===== config.mk =====
export PLATFORM = sky130hd
export DESIGN_NAME = gcd_controller_flat
export DESIGN_NICKNAME = d
export VERILOG_FILES = /design/src/rtl/gcd_controller_if.sv /design/src/rtl/gcd_controller.sv /design/src/flat_wrapper.sv
export SDC_FILE = /design/constraint.sdc
export NUM_CORES = 1
export LEC_CHECK = 0
export ABC_AREA = 1
export BUFFER_PORTS_ARGS = -buffer_cell sky130_fd_sc_hd__buf_2
export CAP_MARGIN = 20
export CELL_PAD_IN_SITES_DETAIL_PLACEMENT = 1
export CELL_PAD_IN_SITES_GLOBAL_PLACEMENT = 1
export CORE_ASPECT_RATIO = 2
export CORE_MARGIN = 2
export CORE_UTILIZATION = 44
export CTS_CLUSTER_SIZE = 12
export DETAILED_ROUTE_END_ITERATION = 16
export PLACE_DENSITY_LB_ADDON = 0.08
export SLEW_MARGIN = 20
export SYNTH_ARGS = -nofsm -noshare
export SYNTH_HDL_FRONTEND = slang
export SYNTH_SLANG_ARGS = --single-unit

===== constraint.sdc =====
create_clock -name clk -period 4.92 [get_ports clk]
set_input_delay 0.246 -clock clk [delete_from_list [all_inputs] [get_ports clk]]
set_output_delay 0.246 -clock clk [all_outputs]
set_load 0.01 [all_outputs]

===== src/rtl/gcd_controller_if.sv =====
// Handshake and datapath-control bundle between a host/datapath and the GCD controller.
// The master side drives requests and comparison flags; the slave side is the controller.
interface gcd_controller_if;
  logic        start;
  logic        abort;
  logic        a_gt_b;
  logic        b_gt_a;
  logic        a_eq_b;
  logic        ld_a;
  logic        ld_b;
  logic        sub_a;
  logic        sub_b;
  logic        ready;
  logic        busy;
  logic        done;
  logic        error;
  logic [31:0] iter_count;

  modport master (
    output start, abort, a_gt_b, b_gt_a, a_eq_b,
    input  ld_a, ld_b, sub_a, sub_b, ready, busy, done, error, iter_count
  );

  modport slave (
    input  start, abort, a_gt_b, b_gt_a, a_eq_b,
    output ld_a, ld_b, sub_a, sub_b, ready, busy, done, error, iter_count
  );
endinterface


===== src/rtl/gcd_controller.sv =====
// Subtractive-GCD sequencer: loads operands, steps A-B / B-A until equal, and
// aborts with an error once MAX_ITER subtraction steps have been performed.
module gcd_controller #(
  parameter int unsigned MAX_ITER = 1024
) (
  input logic             clk,
  input logic             rst,
  gcd_controller_if.slave bus
);

  typedef enum logic [1:0] {StIdle, StLoad, StRun, StDone} state_e;

  state_e      state_q;
  logic        ld_q;
  logic        ready_q;
  logic        busy_q;
  logic        done_q;
  logic        error_q;
  logic [31:0] iter_q;

  logic flags_eq;
  logic at_limit;
  logic run_step;

  // All-flags-low is treated as equality so a broken datapath still terminates.
  always_comb begin
    flags_eq = bus.a_eq_b | ~(bus.a_gt_b | bus.b_gt_a);
    at_limit = (iter_q == MAX_ITER);
    run_step = (state_q == StRun) & ~flags_eq & ~at_limit;
  end

  // Subtract strobes depend only on the registered state and datapath flags.
  assign bus.sub_a      = run_step & bus.a_gt_b;
  assign bus.sub_b      = run_step & ~bus.a_gt_b & bus.b_gt_a;
  assign bus.ld_a       = ld_q;
  assign bus.ld_b       = ld_q;
  assign bus.ready      = ready_q;
  assign bus.busy       = busy_q;
  assign bus.done       = done_q;
  assign bus.error      = error_q;
  assign bus.iter_count = iter_q;

  always_ff @(posedge clk or negedge rst) begin
    if (!rst) begin
      state_q <= StIdle;
      ld_q    <= 1'b0;
      ready_q <= 1'b1;
      busy_q  <= 1'b0;
      done_q  <= 1'b0;
      error_q <= 1'b0;
      iter_q  <= '0;
    end else begin
      unique case (state_q)
        StIdle: begin
          if (bus.start) begin
            state_q <= StLoad;
            iter_q  <= '0;
            ld_q    <= 1'b1;
            ready_q <= 1'b0;
            busy_q  <= 1'b1;
          end
        end

        StLoad: begin
          ld_q <= 1'b0;
          if (bus.abort) begin
            state_q <= StIdle;
            ready_q <= 1'b1;
            busy_q  <= 1'b0;
          end else begin
            state_q <= StRun;
          end
        end

        StRun: begin
          if (bus.abort) begin
            state_q <= StIdle;
            ready_q <= 1'b1;
            busy_q  <= 1'b0;
          end else if (flags_eq) begin
            state_q <= StDone;
            busy_q  <= 1'b0;
            done_q  <= 1'b1;
            error_q <= 1'b0;
          end else if (at_limit) begin
            state_q <= StDone;
            busy_q  <= 1'b0;
            done_q  <= 1'b1;
            error_q <= 1'b1;
          end else if (iter_q != 32'hffff_ffff) begin
            iter_q <= iter_q + 32'd1;
          end
        end

        StDone: begin
          state_q <= StIdle;
          done_q  <= 1'b0;
          error_q <= 1'b0;
          ready_q <= 1'b1;
        end

        default: begin
          state_q <= StIdle;
          ld_q    <= 1'b0;
          ready_q <= 1'b1;
          busy_q  <= 1'b0;
          done_q  <= 1'b0;
          error_q <= 1'b0;
        end
      endcase
    end
  end

endmodule


===== src/flat_wrapper.sv =====
// flat-port wrapper written by rule: the top's interface ports become plain ports
module gcd_controller_flat 
#(
  parameter int unsigned MAX_ITER = 1024
)
  (clk, rst, bus_start, bus_abort, bus_a_gt_b, bus_b_gt_a, bus_a_eq_b, bus_ld_a, bus_ld_b, bus_sub_a, bus_sub_b, bus_ready, bus_busy, bus_done, bus_error, bus_iter_count);
  gcd_controller_if bus_i ();
  input logic clk;
  input logic rst;
  input wire logic [$bits(bus_i.start)-1:0] bus_start;
  input wire logic [$bits(bus_i.abort)-1:0] bus_abort;
  input wire logic [$bits(bus_i.a_gt_b)-1:0] bus_a_gt_b;
  input wire logic [$bits(bus_i.b_gt_a)-1:0] bus_b_gt_a;
  input wire logic [$bits(bus_i.a_eq_b)-1:0] bus_a_eq_b;
  output wire logic [$bits(bus_i.ld_a)-1:0] bus_ld_a;
  output wire logic [$bits(bus_i.ld_b)-1:0] bus_ld_b;
  output wire logic [$bits(bus_i.sub_a)-1:0] bus_sub_a;
  output wire logic [$bits(bus_i.sub_b)-1:0] bus_sub_b;
  output wire logic [$bits(bus_i.ready)-1:0] bus_ready;
  output wire logic [$bits(bus_i.busy)-1:0] bus_busy;
  output wire logic [$bits(bus_i.done)-1:0] bus_done;
  output wire logic [$bits(bus_i.error)-1:0] bus_error;
  output wire logic [$bits(bus_i.iter_count)-1:0] bus_iter_count;
  assign bus_i.start = bus_start;
  assign bus_i.abort = bus_abort;
  assign bus_i.a_gt_b = bus_a_gt_b;
  assign bus_i.b_gt_a = bus_b_gt_a;
  assign bus_i.a_eq_b = bus_a_eq_b;
  assign bus_ld_a = bus_i.ld_a;
  assign bus_ld_b = bus_i.ld_b;
  assign bus_sub_a = bus_i.sub_a;
  assign bus_sub_b = bus_i.sub_b;
  assign bus_ready = bus_i.ready;
  assign bus_busy = bus_i.busy;
  assign bus_done = bus_i.done;
  assign bus_error = bus_i.error;
  assign bus_iter_count = bus_i.iter_count;
  gcd_controller #(.MAX_ITER(MAX_ITER)) u_core (.clk(clk), .rst(rst), .bus(bus_i));
endmodule

**Word-level counts from Yosys, hierarchy flattened**

Cells that the tools add are included.

- Word-level logic and storage cells: 74
- Bits of input ports: 7
- Register bits after elaboration: 39

- Mux-type cells: 29
- Add/sub/neg operators: 1
- Bitwise logic cells: 11
- Equal/unequal tests: 14
- Reductions and logical operators: 12

Operators with widths:

| operator | count |
|---|---|
| 2-to-1 mux 32 bit | 5 |
| case mux 32 bit (2 select lines) | 1 |
| adder 32 x 1 -> 32 bit (second input constant) | 1 |
| == test 32 x 11 -> 1 bit (second input constant) | 1 |
| inequality test 32 bit (second input constant) | 1 |
| 2-to-1 mux 1 bit | 12 |
| inequality test 2 bit (second input constant) | 6 |
| 2-to-1 mux 2 bit | 5 |
| case mux 2 bit (4 select lines) | 1 |
| case mux 1 bit (2 select lines) | 3 |
| case mux 1 bit (3 select lines) | 2 |
| AND reduction 2 bit | 3 |
| AND reduction 6 bit | 1 |
| nonzero test 2 bit | 3 |
| AND 1 bit | 5 |
| == test 2 bit (second input constant) | 2 |
| inequality test 4 x 2 -> 1 bit (second input constant) | 1 |
| inverter 1 bit | 4 |
| AND reduction 4 bit | 1 |
| inequality test 3 x 1 -> 1 bit (second input constant) | 1 |
| AND reduction 3 bit | 1 |
| nonzero test 3 bit | 1 |
| == test 2 x 1 -> 1 bit (second input constant) | 1 |
| logical NOT 2 bit | 1 |
| 3 further kinds | 4 |

**Longest topological paths before layout**

Gate-level depths: netlist of the first run.

- Depth after elaboration: 8
- Mapped depth: 13
- Depth with buffers taken out: 12

**Worst setup path after synthesis of the first run**

No wires, ideal clock.

- Path kind: register to register
- Start: register u_core.iter_q[0] (netlist: u_core.bus.iter_count[0])
- End: register u_core.iter_q[3] (netlist: u_core.bus.iter_count[3])
- Arrival time: 1.591 ns
- Required time: 4.803 ns
- Slack: 3.212 ns
- Stages on the path, launching flop included: 14
- Path buffers: 1
- Path through: dfrtp_1 ha_1 nand2_2 nor2_4 nand2_4 nor2_4 nand2_2 nand2_2 inv_1 nand2_2 nand2_4 buf_6 nand3_2 nand2_1

- Cells in the longest elaborated chain, start to end: 6
- Elaborated cells between the ends (all ways): 11
- Those cells by class: 1 x add/sub; 4 x eq/ne; 5 x mux; 1 x reduce/logical

Ends and longest elaborated chain:

| what | RTL line | RTL |
|---|---|---|
| start, declared | gcd_controller.sv:19 | `logic [31:0] iter_q;` |
| start signal, assigned | gcd_controller.sv:91 | `iter_q <= iter_q + 32'd1;` |
| adder 32 x 1 -> 32 bit | gcd_controller.sv:91 |  |
| 2-to-1 mux 32 bit | gcd_controller.sv:90 | `end else if (iter_q != 32'hffff_ffff) begin` |
| 2-to-1 mux 32 bit | gcd_controller.sv:85 | `end else if (at_limit) begin` |
| 2-to-1 mux 32 bit | gcd_controller.sv:80 | `end else if (flags_eq) begin` |
| 2-to-1 mux 32 bit | gcd_controller.sv:76 | `if (bus.abort) begin` |
| case mux 32 bit (2 select lines) | gcd_controller.sv:53 | `unique case (state_q)` |

Parallel ways exist; a longest one is shown, timed or not. The select of a mux whose other input is x is not followed.
A chain may end at the register's enable or synchronous reset.

**Worst setup path after layout of the first run**

- Start: register u_core.state_q[0]
- End: register u_core.iter_q[1] (netlist: u_core.bus.iter_count[1])

- Cells in the longest elaborated chain, start to end: 3
- Elaborated cells between the ends (all ways): 10
- Those cells by class: 6 x eq/ne; 1 x mux; 3 x reduce/logical

Ends and longest elaborated chain:

| what | RTL line | RTL |
|---|---|---|
| start, declared | gcd_controller.sv:13 | `state_e state_q;` |
| start signal, assigned | gcd_controller.sv:45 | `state_q <= StIdle;` |
| start signal, assigned | gcd_controller.sv:56 | `state_q <= StLoad;` |
| start signal, assigned | gcd_controller.sv:67 | `state_q <= StIdle;` |
| == test 2 bit or logical NOT 2 bit (tied branches) | gcd_controller.sv:53 |  |
| inequality test 2 bit (no line) or nonzero test 2 bit (tied branches) | - |  |
| AND reduction 6 bit (no line) | - |  |

Parallel ways exist; a longest one is shown, timed or not.

==> results.cfg, run 1 <==
[run_status]
status = finished, final reports clean

[finish]
layout_common_cells = nand2_1, nor2_1, buf_2
diodes = 0
stdcell_area_sq_um = 3571
layout_commonest_cell = nand2_1
fin_nets = 544
nFillCells = 983
syn2layout_area_growth_pct = 12.49
fin_util_pct = 51.45
drive_above_1_share_pct = 19.81
fin_cells = 620

[worst_setup_path]
crit_path_end_kind = register
path_max_fanout = 32
required_ps = 5140
crit_path_start_kind = register
arrival_ps = 3650
criticalPathCategory = reg2reg

[synthesis]
ys_ff_latch = 39
syn-instance-count = 488
synth-edff-count = 0
async_reset_ff_share_pct = 100.0
syn_area_sq_um = 3174
avgSynthCellArea_sq_um = 6.505
synth_fp_nets = 503
ys_seq_area_share_pct = 30.78
yosysUniqueCellTypes = 29
ys.flop_type = dfrtp_1
yosys_warnings = 0

[sta]
hold_ws_ps = 97.63
worst_clock_skew_ps = 8.805
setup_viol = 0
rsz0062_at_grt = no
fin_ws_ps = 1498
fin_crit_sh_pct = 69.56
tightest_slew_ps = 952.2
period_needed_ps = 3422
max_slew_margin_pct = 36.52
fmax_mhz = 292.2
hold_viol = 0
fin_setup_tns_ps = 0
slew_viol_final = 0

[pwr]
peakVddDrop_mv = 0.3525
power.total_mw = 1.289
power.leakage_nw = 1.686
cellPowerDensity_nw_per_um2 = 361.0

[drt]
post_drt_wl_per_cell_um = 15.90
first_pass_iters = 4
drt_iter0_drc = 122
drc = 0
final_antenna_net_count = 0
via_count = 3213
wl_mm = 9.858
via_per_inst = 5.182

[placement]
dp_cells = 612
place_area_sq_um = 3435
gpl.final_weighted_congestion = 0.8213
dpl.hpwl_mm = 7.311
port_buffers = 46
pre_cts_ws_ps = 1466

[clocking]
cts_resized = 0
cts_sinks = 39
clk_latency_ps = 290
ctsHtreeMaxLevel = 2
numCtsBuffers = 5
clockBufferDepth = 2
clkTransAtPathRegs_ps = 60
cts_setup_buffers = 0
cts_root_buffer = clkbuf_16
holdBufCountCts = 0
cts_tree = built

[die]
die_x_um = 64.06
fp-row-count = 43
dieArea_sq_um = 7951
ios = 47
die_y_um = 124.1
core_region_area_sq_um = 6940
start_util_pct = 45.74

[flow_run]
cap_violations = 0

[global_route]
overflow = 0
grt_usage_pct = 26.69
grt_pass1_vias = 3375
grt_max_degree = 40
grt_pass1_wl_mm = 16.20
antenna_found_initial = 0

[hold_path]
hold_path.class = in2async
-- kinds of logic (layout without fill, tap and decap cells) --
group           Yosys count  after routing  share of synthesized area (%)
flops                    39             39                          30.78
compound gates           22             22                          3.824
buf+inv                  54             96                          8.041
fa+ha+maj                 8              8                          3.153
simple gates            357            357                          51.99
xor+xnor                  8              8                          2.207
-- worst paths after layout --
path,cells past startpoint,slack [ps],endpoint,from
max,8,1500,u_core.bus.iter_count[1],u_core.state_q[0]
min,1,100,u_core.bus.iter_count[27],rst
max reg2reg,8,1500,u_core.bus.iter_count[1],u_core.state_q[0]
min reg2reg,2,470,u_core.bus.busy,u_core.bus.busy
max in group asynchronous,1,4230,u_core.bus.busy,rst
min in group clk,4,260,u_core.bus.error,bus_a_eq_b
-- synthesized netlist by cell type, types with 2 or more instances --
| cell type | instances | area share (%) |
|---|---|---|
| nand2_1 | 178 | 21 |
| nor2_1 | 104 | 12 |
| inv_1 | 39 | 4.6 |
| dfrtp_1 | 38 | 30 |
| nand3_2 | 31 | 9.8 |
| nand3_1 | 20 | 3.2 |
| a21oi_1 | 10 | 1.6 |
| ha_1 | 8 | 3.2 |
| nand2_2 | 7 | 1.4 |
| o21ai_0 | 7 | 1.1 |
| buf_6 | 6 | 2.1 |
| xnor2_1 | 6 | 1.7 |
| nor2_4 | 5 | 1.8 |
| nor2_2 | 4 | 0.79 |
| buf_2 | 3 | 0.47 |
| clkbuf_1 | 3 | 0.35 |
| nor3_1 | 3 | 0.47 |
| nand2_4 | 2 | 0.71 |
| nand4_1 | 2 | 0.39 |
| o211ai_1 | 2 | 0.47 |
| xor2_1 | 2 | 0.55 |
-- worst max-delay path, cell delays in order, from the launching register on --
cell	delay (ps)
dfrtp_1	420
inv_1	140
ha_1	670
clkinv_1	870
nand2_1	380
nand2_1	110
nand3_2	520
nand2_1	130
nand2_1	90
-- cell type report --
cell class,instances,area [sq um],area share (%)
tap,90,112.6,3.153
multi-input combinational,395,1953,54.70
sequential,39,977.2,27.37
clock buffer,8,136.4,3.819
inverter,41,153.9,4.310
timing repair buffer,47,237.7,6.657
-- per-layer routing --
metal,global-route usage [%],up-vias,share of wire (%)
li1,-,1587,-
met1,26.87,1555,38
met2,53.13,54,57
met3,2.710,17,2.2
met4,12.36,0,3.3
met5,0,-,0
-- power breakdown --
part / leakage [nW] / switching, mW / internal (mW)
registers: 0.534 / 0.0269 / 0.355
logic: 1.09 / 0.452 / 0.134
clock network: 0.0652 / 0.133 / 0.189
total: 1.69 / 0.612 / 0.677
-- state kept, by name (all words and copies together), names as in the netlist --
name and flops:
u_core.bus.iter_count 32, u_core.state_q 2, u_core.bus.busy 1, u_core.bus.done 1
u_core.bus.error 1, u_core.bus.ld_a 1, u_core.bus.ready 1
Note: power is estimated with default switching activity, not from simulation.
==> run 2: changes to the inputs <==
Settings changed: ABC_AREA 1 to 0, CORE_UTILIZATION 44 to 41.
Clock period 4.92 ns to 3.3 ns, I/O delays scaled along.
==> run 2 against run 1 <==
Power up 22%. Final area is 18% lower. Critical path type unchanged. Sequential power is 48% higher. Core utilization down 2.5 points.
==> results.cfg, run 2 <==
[run_status]
status = finished, final reports clean

[clocking]
cts_setup_buffers = 0
cts_tree = built
ctsHtreeMaxLevel = 2
clk_latency_ps = 290
cts_resized = 0
cts_root_buffer = clkbuf_16
cts_sinks = 39
clkTransAtPathRegs_ps = 60
holdBufCountCts = 0
numCtsBuffers = 5
clockBufferDepth = 2

[sta]
fmax_mhz = 355.6
rsz0062_at_grt = no
slew_viol_final = 0
fin_ws_ps = 488.0
setup_viol = 0
hold_viol = 0
fin_crit_sh_pct = 85.21
worst_clock_skew_ps = 7.215
period_needed_ps = 2812
max_slew_margin_pct = 37.20
tightest_slew_ps = 942.1
fin_setup_tns_ps = 0

[flow_run]
cap_violations = 0

[worst_setup_path]
crit_path_start_kind = register
path_buf_inv = 0
crit_path_end_kind = register
crit_start = u_core.bus.iter_count[0]
criticalPathCategory = reg2reg
timing.rr.start = u_core.bus.iter_count[0]
critPathMaxStageDelay_ps = 520
crit_path_top_delay_cell = nor2_1
path_delay_family = simple AND/OR/NAND/NOR gates
arrival_ps = 3010
required_ps = 3490
path_max_fanout = 15
crit_chain = ha_1 > nand4_1 > nor2_1 > nand4_4 > and2_1 > o21a_1 > o21ai_0

[drt]
drc = 0
first_pass_iters = 4
wl_mm = 8.352
drt_iter0_drc = 97
post_drt_wl_per_cell_um = 20.67
via_count = 2562
final_antenna_net_count = 0
via_per_inst = 6.342

[synthesis]
synth.area.top_cells = dfrtp_1, nand2_1, a31oi_1, ha_1, a21oi_1
synth_fp_nets = 308
avgSynthCellArea_sq_um = 8.524
ys.flop_type = dfrtp_1
syn_area_sq_um = 2497
yosysTopAreaCellShare_pct = 38.08
yosysUniqueCellTypes = 55
yosys_warnings = 0
synth.most_common_cell = nand2_1
yosys.area.top_type = dfrtp_1
synth-edff-count = 0
ys_ff_latch = 39
synth_commonest_cells = nand2_1, dfrtp_1, nor2_1
ys_seq_area_share_pct = 39.13
async_reset_ff_share_pct = 100.0
syn-instance-count = 293

[global_route]
grt_pass1_wl_mm = 13.29
grt_usage_pct = 26.41
antenna_found_initial = 0
overflow = 0
grt_max_degree = 40
grt_pass1_vias = 2555

[placement]
port_buffers = 46
dpl.hpwl_mm = 6.151
pre_cts_ws_ps = 590.1
gpl.final_weighted_congestion = 0.8889
place_area_sq_um = 2779

[pwr]
cellPowerDensity_nw_per_um2 = 537.7
power.leakage_nw = 1.421
power.total_mw = 1.568
peakVddDrop_mv = 0.4056

[die]
core_region_area_sq_um = 5956
die_x_um = 59.19
die_y_um = 114.4
fp-row-count = 40
dieArea_sq_um = 6769
start_util_pct = 41.93
ios = 47

[finish]
largest_reg_flops = 32
layout_common_cells = buf_2, nand2_1, dfrtp_1
fin_nets = 355
drive_above_1_share_pct = 19.94
diodes = 0
nFillCells = 745
syn2layout_area_growth_pct = 16.78
stdcell_area_sq_um = 2917
layout_commonest_cell = buf_2

[hold_path]
hold_path.class = in2async
[run 2: area by class of cell]
type / count / area, sq um / area share (%)
Sequential cell: 39 / 977.2 / 33.50
Clock inverter: 1 / 5.005 / 0.1716
Tap cell: 63 / 78.83 / 2.703
Timing Repair Buffer: 50 / 260.3 / 8.923
Clock buffer: 7 / 132.6 / 4.547
Inverter: 16 / 60.06 / 2.059
Multi-Input combinational cell: 228 / 1403 / 48.09
[run 2: per-layer routing]
metal,global-route usage (%),share of wire (%),up-vias
met5,0,0,-
met4,11.36,3.0,0
li1,-,-,1185
met2,47.99,56,49
met1,29.08,39,1312
met3,3.729,2.2,16
[run 2: worst reg2reg max path: cells and delay by family, from the launching register on]
kind | cells | cell delay (ps)
AO/OA/AOI/OAI | 2 | 740
AND/OR/NAND/NOR | 4 | 1310
flip-flops | 1 | 410
adder cells (fa/ha/maj) | 1 | 250
[run 2: path summary, 6_finish.rpt]
path,endpoint,slack (ps),cells after the start
max,u_core.bus.iter_count[1],490,7
min,u_core.bus.iter_count[23],5,1
max reg2reg,u_core.bus.iter_count[1],490,7
min reg2reg,u_core.bus.busy,500,2
max in group asynchronous,u_core.bus.iter_count[11],2680,1
min in group clk,u_core.state_q[1],140,2
[run 2: per-stage QoR]
stage,cells,hold WS [ps],utilization [%]
finish,404,4.550,48.97
global route,404,85.80,48.97
CTS,404,48.34,48.97
detailed placement,396,354.7,46.66
global placement,396,352.9,46.66
floorplan,293,-130.6,-
[run 2: cell families (layout without fill, tap and decap cells)]
| family | Yosys count | after routing | share of synthesized area [%] |
|---|---|---|---|
| compound gates | 81 | 81 | 21.29 |
| buf+inv | 26 | 74 | 4.709 |
| flops | 39 | 39 | 39.13 |
| fa+ha+maj | 8 | 8 | 4.008 |
| simple gates | 137 | 137 | 30.06 |
| mux | 2 | 2 | 0.8016 |
[run 2: power by group]
group	internal [mW]	switching (mW)
combinational	0.162	0.366
clock	0.280	0.197
sequential	0.528	0.0356
total	0.970	0.599
